`src/rtl/alu_exec_pkg.sv`:
```
// Shared definitions for the alu_exec execute/write-back stage.
// Covers opcodes, instruction field positions, FSM states and carry-update decoding.
package alu_exec_pkg;

    localparam int DATA_W  = 8;
    localparam int OPC_W   = 4;
    localparam int INSTR_W = 12;
    localparam int OPC_LSB = 8;
    localparam int OPD_LSB = 0;
    localparam int IMM_BIT = 3;

    localparam logic [OPC_W-1:0] OPC_ADD  = 4'h0;
    localparam logic [OPC_W-1:0] OPC_SUB  = 4'h1;
    localparam logic [OPC_W-1:0] OPC_AND  = 4'h2;
    localparam logic [OPC_W-1:0] OPC_OR   = 4'h3;
    localparam logic [OPC_W-1:0] OPC_XOR  = 4'h4;
    localparam logic [OPC_W-1:0] OPC_NOT  = 4'h5;
    localparam logic [OPC_W-1:0] OPC_MOV  = 4'h6;
    localparam logic [OPC_W-1:0] OPC_ST   = 4'h7;
    localparam logic [OPC_W-1:0] OPC_NOTI = 4'hD;
    localparam logic [OPC_W-1:0] OPC_LDI  = 4'hE;
    localparam logic [OPC_W-1:0] OPC_OUT  = 4'hF;

    typedef enum logic [1:0] {
        IDLE = 2'd0,
        EXEC = 2'd1,
        EMIT = 2'd2
    } state_e;

    typedef enum logic [1:0] {
        CY_KEEP = 2'd0,
        CY_ALU  = 2'd1,
        CY_CLR  = 2'd2
    } cy_mode_e;

    // The ALU ignores the immediate bit, so carry handling depends only on opcode[2:0].
    function automatic cy_mode_e cy_mode(input logic [OPC_W-1:0] opc);
        cy_mode_e m;
        case (opc[2:0])
            3'd0, 3'd1:             m = CY_ALU;
            3'd2, 3'd3, 3'd4, 3'd5: m = CY_CLR;
            default:                m = CY_KEEP;
        endcase
        return m;
    endfunction

endpackage

```
`src/rtl/alu_exec_regfile.sv`:
```
// General register file for alu_exec: async read, single synchronous write port.
module exec_regfile
    import alu_exec_pkg::*;
#(
    parameter int REG_COUNT = 4
) (
    input  logic                         clk,
    input  logic                         rst_n,
    input  logic                         i_we,
    input  logic [$clog2(REG_COUNT)-1:0] i_waddr,
    input  logic [DATA_W-1:0]            i_wdata,
    input  logic [$clog2(REG_COUNT)-1:0] i_raddr,
    output logic [DATA_W-1:0]            o_rdata
);

    logic [DATA_W-1:0] r_regs [REG_COUNT];

    // Register storage with write port.
    always_ff @(posedge clk or negedge rst_n) begin
        if (!rst_n) begin
            for (int i = 0; i < REG_COUNT; i++) begin
                r_regs[i] <= 8'h00;
            end
        end else if (i_we) begin
            r_regs[i_waddr] <= i_wdata;
        end
    end

    assign o_rdata = r_regs[i_raddr];

endmodule

```
`src/rtl/alu_exec.sv`:
```
// Execute/write-back stage feeding an external combinational 8-bit ALU.
// Accepts one instruction per two cycles; OUT presents the accumulator on a backpressured result port.
module alu_exec
    import alu_exec_pkg::*;
#(
    parameter int REG_COUNT = 4
) (
    input  logic                 clk,
    input  logic                 rst_n,
    input  logic                 instr_valid,
    output logic                 instr_ready,
    input  logic [INSTR_W-1:0]   instr_data,
    output logic [OPC_W-1:0]     alu_op,
    output logic [DATA_W-1:0]    alu_a,
    output logic [DATA_W-1:0]    alu_r,
    input  logic [DATA_W-1:0]    alu_out,
    input  logic                 alu_cy,
    output logic                 res_valid,
    input  logic                 res_ready,
    output logic [DATA_W-1:0]    res_data,
    output logic [DATA_W-1:0]    acc,
    output logic                 flag_cy,
    output logic                 flag_z
);

    localparam int RI_W = $clog2(REG_COUNT);

    state_e              r_state;
    logic [INSTR_W-1:0]  r_ir;
    logic [DATA_W-1:0]   r_acc;
    logic                r_cy;
    logic                r_z;
    logic [DATA_W-1:0]   r_res_data;
    logic                r_res_valid;
    logic                r_instr_ready;

    logic [OPC_W-1:0]    w_opc;
    logic [DATA_W-1:0]   w_opd;
    logic [RI_W-1:0]     w_idx;
    logic [DATA_W-1:0]   w_reg_rdata;
    logic                w_reg_we;

    assign w_opc    = r_ir[OPC_LSB +: OPC_W];
    assign w_opd    = r_ir[OPD_LSB +: DATA_W];
    assign w_idx    = w_opd[RI_W-1:0];
    assign w_reg_we = (r_state == EXEC) && (w_opc == OPC_ST);

    exec_regfile #(
        .REG_COUNT (REG_COUNT)
    ) u_regfile (
        .clk     (clk),
        .rst_n   (rst_n),
        .i_we    (w_reg_we),
        .i_waddr (w_idx),
        .i_wdata (r_acc),
        .i_raddr (w_idx),
        .o_rdata (w_reg_rdata)
    );

    // Second ALU operand: immediate or register, chosen by the opcode's immediate bit.
    always_comb begin
        alu_r = w_reg_rdata;
        if (w_opc[IMM_BIT]) begin
            alu_r = w_opd;
        end else begin
            alu_r = w_reg_rdata;
        end
    end

    assign alu_op      = w_opc;
    assign alu_a       = r_acc;
    assign acc         = r_acc;
    assign flag_cy     = r_cy;
    assign flag_z      = r_z;
    assign res_data    = r_res_data;
    assign res_valid   = r_res_valid;
    assign instr_ready = r_instr_ready;

    // Stage FSM with accumulator/flag write-back and registered handshake outputs.
    always_ff @(posedge clk or negedge rst_n) begin
        if (!rst_n) begin
            r_state       <= IDLE;
            r_ir          <= 12'h000;
            r_acc         <= 8'h00;
            r_cy          <= 1'b0;
            r_z           <= 1'b1;
            r_res_data    <= 8'h00;
            r_res_valid   <= 1'b0;
            r_instr_ready <= 1'b1;
        end else begin
            case (r_state)
                IDLE: begin
                    if (instr_valid) begin
                        r_ir          <= instr_data;
                        r_instr_ready <= 1'b0;
                        r_state       <= EXEC;
                    end
                end
                EXEC: begin
                    if (w_opc == OPC_OUT) begin
                        r_res_data  <= r_acc;
                        r_res_valid <= 1'b1;
                        r_state     <= EMIT;
                    end else begin
                        r_instr_ready <= 1'b1;
                        r_state       <= IDLE;
                        // ST writes the register file only; accumulator and flags hold.
                        if (w_opc != OPC_ST) begin
                            r_acc <= alu_out;
                            r_z   <= (alu_out == 8'h00);
                            case (cy_mode(w_opc))
                                CY_ALU:  r_cy <= alu_cy;
                                CY_CLR:  r_cy <= 1'b0;
                                default: r_cy <= r_cy;
                            endcase
                        end
                    end
                end
                EMIT: begin
                    if (res_ready) begin
                        r_res_valid   <= 1'b0;
                        r_instr_ready <= 1'b1;
                        r_state       <= IDLE;
                    end
                end
                default: begin
                    r_res_valid   <= 1'b0;
                    r_instr_ready <= 1'b1;
                    r_state       <= IDLE;
                end
            endcase
        end
    end

endmodule

```
`config.mk`:
```
export PLATFORM = sky130hd
export DESIGN_NAME = alu_exec
export DESIGN_NICKNAME = d
export VERILOG_FILES = /design/src/rtl/alu_exec_pkg.sv /design/src/rtl/alu_exec_regfile.sv /design/src/rtl/alu_exec.sv
export SDC_FILE = /design/constraint.sdc
export NUM_CORES = 1
export LEC_CHECK = 0
export BUFFER_PORTS_ARGS = -buffer_cell sky130_fd_sc_hd__buf_2
export CAP_MARGIN = 5
export CORE_MARGIN = 2
export CORE_UTILIZATION = 45
export DETAILED_ROUTE_END_ITERATION = 8
export PLACE_DENSITY = 0.77
export SETUP_SLACK_MARGIN = 0.15
export SYNTH_ARGS = -nofsm -noshare
export SYNTH_HDL_FRONTEND = slang
export SYNTH_SLANG_ARGS = --single-unit
```
`constraint.sdc`:
```
create_clock -name clk -period 2.3 [get_ports clk]
set_input_delay 0.46 -clock clk [delete_from_list [all_inputs] [get_ports clk]]
set_output_delay 0.46 -clock clk [all_outputs]
set_load 0.01 [all_outputs]
```
[Word-level counts from Yosys, hierarchy flattened]
Cells that the tools add are included.
Word-level totals
  register bits: 66
  output and inout port bits: 40
  word-level logic and storage cells: 71
Operators by class
  magnitude comparators: 2
  eq/ne operators: 16
  muxes and demuxes: 23
  bitwise gates (word level): 3
  reductions and logical operators: 15
Operator list (number)
  32-bit bitwise mux: 1
  8-bit two-way mux: 4
  8-bit binary-select mux with 2-bit select: 1
  8-bit demux with 2-bit select: 1
  2-bit two-way mux: 6
  3-bit AND reduction: 3
  8-bit zero test: 1
  3-bit by 2-bit equality test with 1-bit output, second input constant: 2
  3-bit equality test, second input constant: 2
  2-bit inequality test, second input constant: 3
  1-bit one-hot mux with 3 select lines: 2
  2-bit one-hot mux with 3 select lines: 1
  2-bit AND reduction: 3
  1-bit two-way mux: 5
  2-bit by 1-bit equality test with 1-bit output, second input constant: 2
  2-bit equality test, second input constant: 2
  4-bit by 3-bit equality test with 1-bit output, second input constant: 1
  4-bit equality test, second input constant: 1
  4-bit by 3-bit inequality test with 1-bit output, second input constant: 1
  2-bit one-hot mux with 2 select lines: 1
  4-bit AND reduction: 1
  4-bit OR reduction: 1
  3-bit by 1-bit equality test with 1-bit output, second input constant: 1
  3-bit greater-or-equal comparator, second input constant: 1
  10 further kinds: 12

[Depth between registers and ports, before layout]
  depth after elaboration: 9
  gate-level depth with buffers: 5
  depth with buffers taken out: 3

[Modules after synthesis]
A second synthesis with hierarchy kept.
Unflattened totals
  cells, all modules: 190
  area total of the unflattened synthesis: 2995.4 sq um
By module, submodules not included
  alu_exec: times used 1, cells an instance 112, area each 1594.0 sq um
  exec_regfile: times used 1, cells an instance 78, area each 1401.3 sq um

[Least setup slack after synthesis]
No wires, ideal clock.
  path kind: register -> output
  start: register r_ir[0]
  end: output alu_r[1]
  data arrival time: 1282 ps
  data required time: 1840 ps
  setup slack: 558 ps
  cell stages (with the launch flop): 6
  path buffers: 2
  cell sequence: dfrtp_1 > buf_2 > buf_2 > mux2_2 > o21ai_0 > o21ai_0
On the way
  cells in the longest elaborated chain, start to end: 5
Ends and longest elaborated chain
  start, declared: RTL line alu_exec.sv:29  | logic [INSTR_W-1:0] r_ir;
  start signal, assigned: RTL line alu_exec.sv:94  | r_ir <= instr_data;
  2-bit NOT with 3-bit output (not written as such): RTL line alu_exec_regfile.sv:29  | assign o_rdata = r_regs[i_raddr];
  8-bit binary-select mux with 2-bit select: RTL line alu_exec_regfile.sv:29
  8-bit two-way mux (not written as such) (2 in a row): RTL line alu_exec_regfile.sv:29
  8-bit two-way mux: RTL line alu_exec.sv:63  | if (w_opc[IMM_BIT]) begin
  end, declared: RTL line alu_exec.sv:15  | output logic [DATA_W-1:0] alu_r,
Every way passes these cells. The select of a mux whose other input is x is not followed.

[Worst setup path after layout]
  start: register r_ir[0]
  end: output alu_r[3]
Same word-level chain as after synthesis.

==> reports/qor.yml <==
synthesis:
  synth.most_common_cell: "dfrtp_1"
  synth_commonest_cells: "dfrtp_1 (64), mux2_2 (63), buf_4 (14), o21ai_0 (12)"
  synth-edff-count: 0
  yosysWarnings: 0
  yosys.area.top_type: "dfrtp_1"
  avgSynthCellArea_um2: 13.2
  syn-cell-area_um2: 3020
  synth-seq-cells: 66
  yosysUniqueCellTypes: 33
  yosys.area.top_type_share_pct: 53.0
  synth_flop_cell: "dfrtp_1"
  syn-num-nets: 255
  synth.area.top_cells: "dfrtp_1 (53%), mux2_2 (23%), buf_4 (3.5%)"
  syn_inst: 229
  synthArstFlopShare_pct: 100
  yosysSeqAreaShare_pct: 54.7
cells_and_area:
  insertedDiodeCount: 0
  fin_nets: 319
  fillers: 512
  seq_area_um2: 1660
  multi_input_area_um2: 1260
  area_delta_synth_final_pct: 22.7
  drive_gt1_share_pct: 60.1
  final_area_um2: 3710
setup_path:
  timing.rr.start: "r_state[1]"
  arrival_ns: 1.68
  worstPathRequired_ns: 1.84
  rr_worst_depth: 3
  timing.rr.end: "u_regfile.r_regs[13]"
  path_max_fanout: 5
  crit_type: "reg2out"
  end_kind: "output port"
  crit_chain: "clkbuf_16, mux2_2, o22ai_2, a21oi_2, buf_2"
  ff2ff_setup_slack_ns: 0.56
  slowest_delay_ns: 0.47
  start_kind: "flip-flop"
  crit_start: "r_ir[0]"
  critPathSlowestCell: "dfrtp_2"
place:
  pre_cts_ws_ns: 0.379
  port_buffers: 64
  place_congestion: 0.749
  dp_hpwl_mm: 4.21
  placedInstanceArea_um2: 3360
grt:
  grt_antenna_before_repair: 0
  track_usage_pct: 17.8
  grt_pass1_wl_mm: 9.76
  grt_pass1_vias: 1918
  grt_max_degree: 67
  overflow: 0
drt:
  routed_wirelength_mm: 6.40
  drc_errors: 0
  detail_route.wl_per_cell_um: 17.1
  drt-vias-per-instance: 5.38
  drt_iter0_drc: 108
  drt-pass1-iter-count: 4
  vias: 2018
  drtAntennaViolNets: 0
clock_tree:
  cts_max_path_buffers: 2
  htreeDepth: 3
  clk_pin_slew_ns: 0.07
  numCtsBuffers: 9
  cts_root_buf: "clkbuf_8"
  cts_sinks: 66
  holdBufCountCts: 0
  cts_tree: "built"
  insertion_delay_ns: 0.35
sta:
  finalCriticalPeriod_ns: 2.14
  rsz0062_at_grt: "true"
  period_share_pct: 93.1
  relSlewSlack_pct: 65.2
  slew_viol_final: 0
  fin_hold_ws_ns: 0.0935
  fmax_mhz: 467
  skew_ns: 0.00797
  fin_ws_ns: 0.160
  tightest_slew_ns: 0.523
  hold_viol_final: 0
  finalSetupViolCount: 0
  finalSetupTns_ns: 0
floorplanning:
  core_um2: 6420
  die-area_um2: 7390
  rows: 29
  pin_count: 65
  die_h_um: 86.0
  die_w_um: 86.0
  initial_core_util_pct: 47.1
power:
  p_per_area_nw_per_um2: 1090
  ir_worst_vdd_uv: 631
  p_leak_nw: 1.85
run:
  maxCapViolCount: 0
hold_path:
  hold_class: "in2async"
outcome:
  status: "finished, final reports clean"
report_power, final:
part	total, mW	internal (mW)	switching, mW
Combinational	1.24	0.680	0.562
Clock	0.976	0.507	0.470
Sequential	1.81	1.53	0.280
Total	4.03	2.72	1.31
stage by stage:
stage	util, %	power, mW	std cells
after CTS	56.1	3.96	373
after detailed placement	52.3	2.93	352
final	57.8	4.03	375
after floorplan	-	2.55	229
after global placement	52.3	2.90	352
after global routing	57.8	4.27	375
per-layer routing:
layer	up-vias	wire, um	GRT usage (%)
met1	993	2910	24.9
met5	-	0	0
met3	11	419	6.74
met4	0	82	5.77
met2	77	2980	25.7
li1	937	-	-
state kept, by name (all words and copies together), names as in the netlist:
| register | cells |
|---|---|
| u_regfile.r_regs | 32 |
| r_ir | 12 |
| acc | 8 |
| res_data | 8 |
| r_state | 2 |
| flag_cy | 1 |
| flag_z | 1 |
| instr_ready | 1 |
| res_valid | 1 |
how the worst max path moves through the flow:
stage,endpoint,cells past startpoint
after detailed placement,u_regfile.r_regs[13],3
after global routing,alu_r[4],5
after global placement,alu_r[1],5
final,alu_r[3],5
after CTS,alu_r[1],5
after floorplan,alu_r[1],5
cells in the final DEF, fill, tap and decap left out, drive strengths merged:
master / instances
a21bo: 1
nor2: 6
buf: 73
ha: 1
inv: 10
nand3: 2
clkinvlp: 4
nor3: 2
dfrtp: 64
a21o: 1
nand4b: 2
and4b: 1
nand4: 3
mux2: 67
nor2b: 2
nor3b: 2
nand2b: 2
o221a: 1
dfstp: 2
clkbuf: 11
a21oi: 8
nand2: 8
and2b: 1
o22ai: 7
o21ai: 12
nor4: 2
bufinv: 1
or2: 1
mux2i: 1
timing repair:
action | 4_1_cts | 5_1_grt
gates resized for setup | 3 | 15
endpoints found under the hold margin | 0 | 0
cloned | 0 | 2
pin swaps | 0 | 1
setup endpoints to repair | 7 | 4
setup buffers | 5 | 0
worst max-delay path: cells and delay by family (launching register included):
kind                   cells  cell delay, ns
flip-flops                 1            0.47
multiplexers               1            0.34
buffers and inverters      2            0.32
AO/OA/AOI/OAI              2            0.21
logic make-up (layout without fill, tap and decap cells):
logic type | count (synthesis) | in the layout | synth area share (%)
mux | 68 | 68 | 25.3
flops | 66 | 66 | 54.7
simple gates | 34 | 34 | 8.20
compound gates | 30 | 30 | 5.71
buf+inv | 30 | 99 | 5.67
fa+ha+maj | 1 | 1 | 0.414
layout make-up:
type | instances | share of cell area, %
clock buffer | 9 | 3.34
inverter | 8 | 0.809
multi-input combinational | 133 | 33.9
tap | 77 | 2.60
clock inverter | 7 | 2.09
timing repair buffer | 75 | 12.6
sequential | 66 | 44.7
No activity file was read; power rests on OpenSTA's default activity.
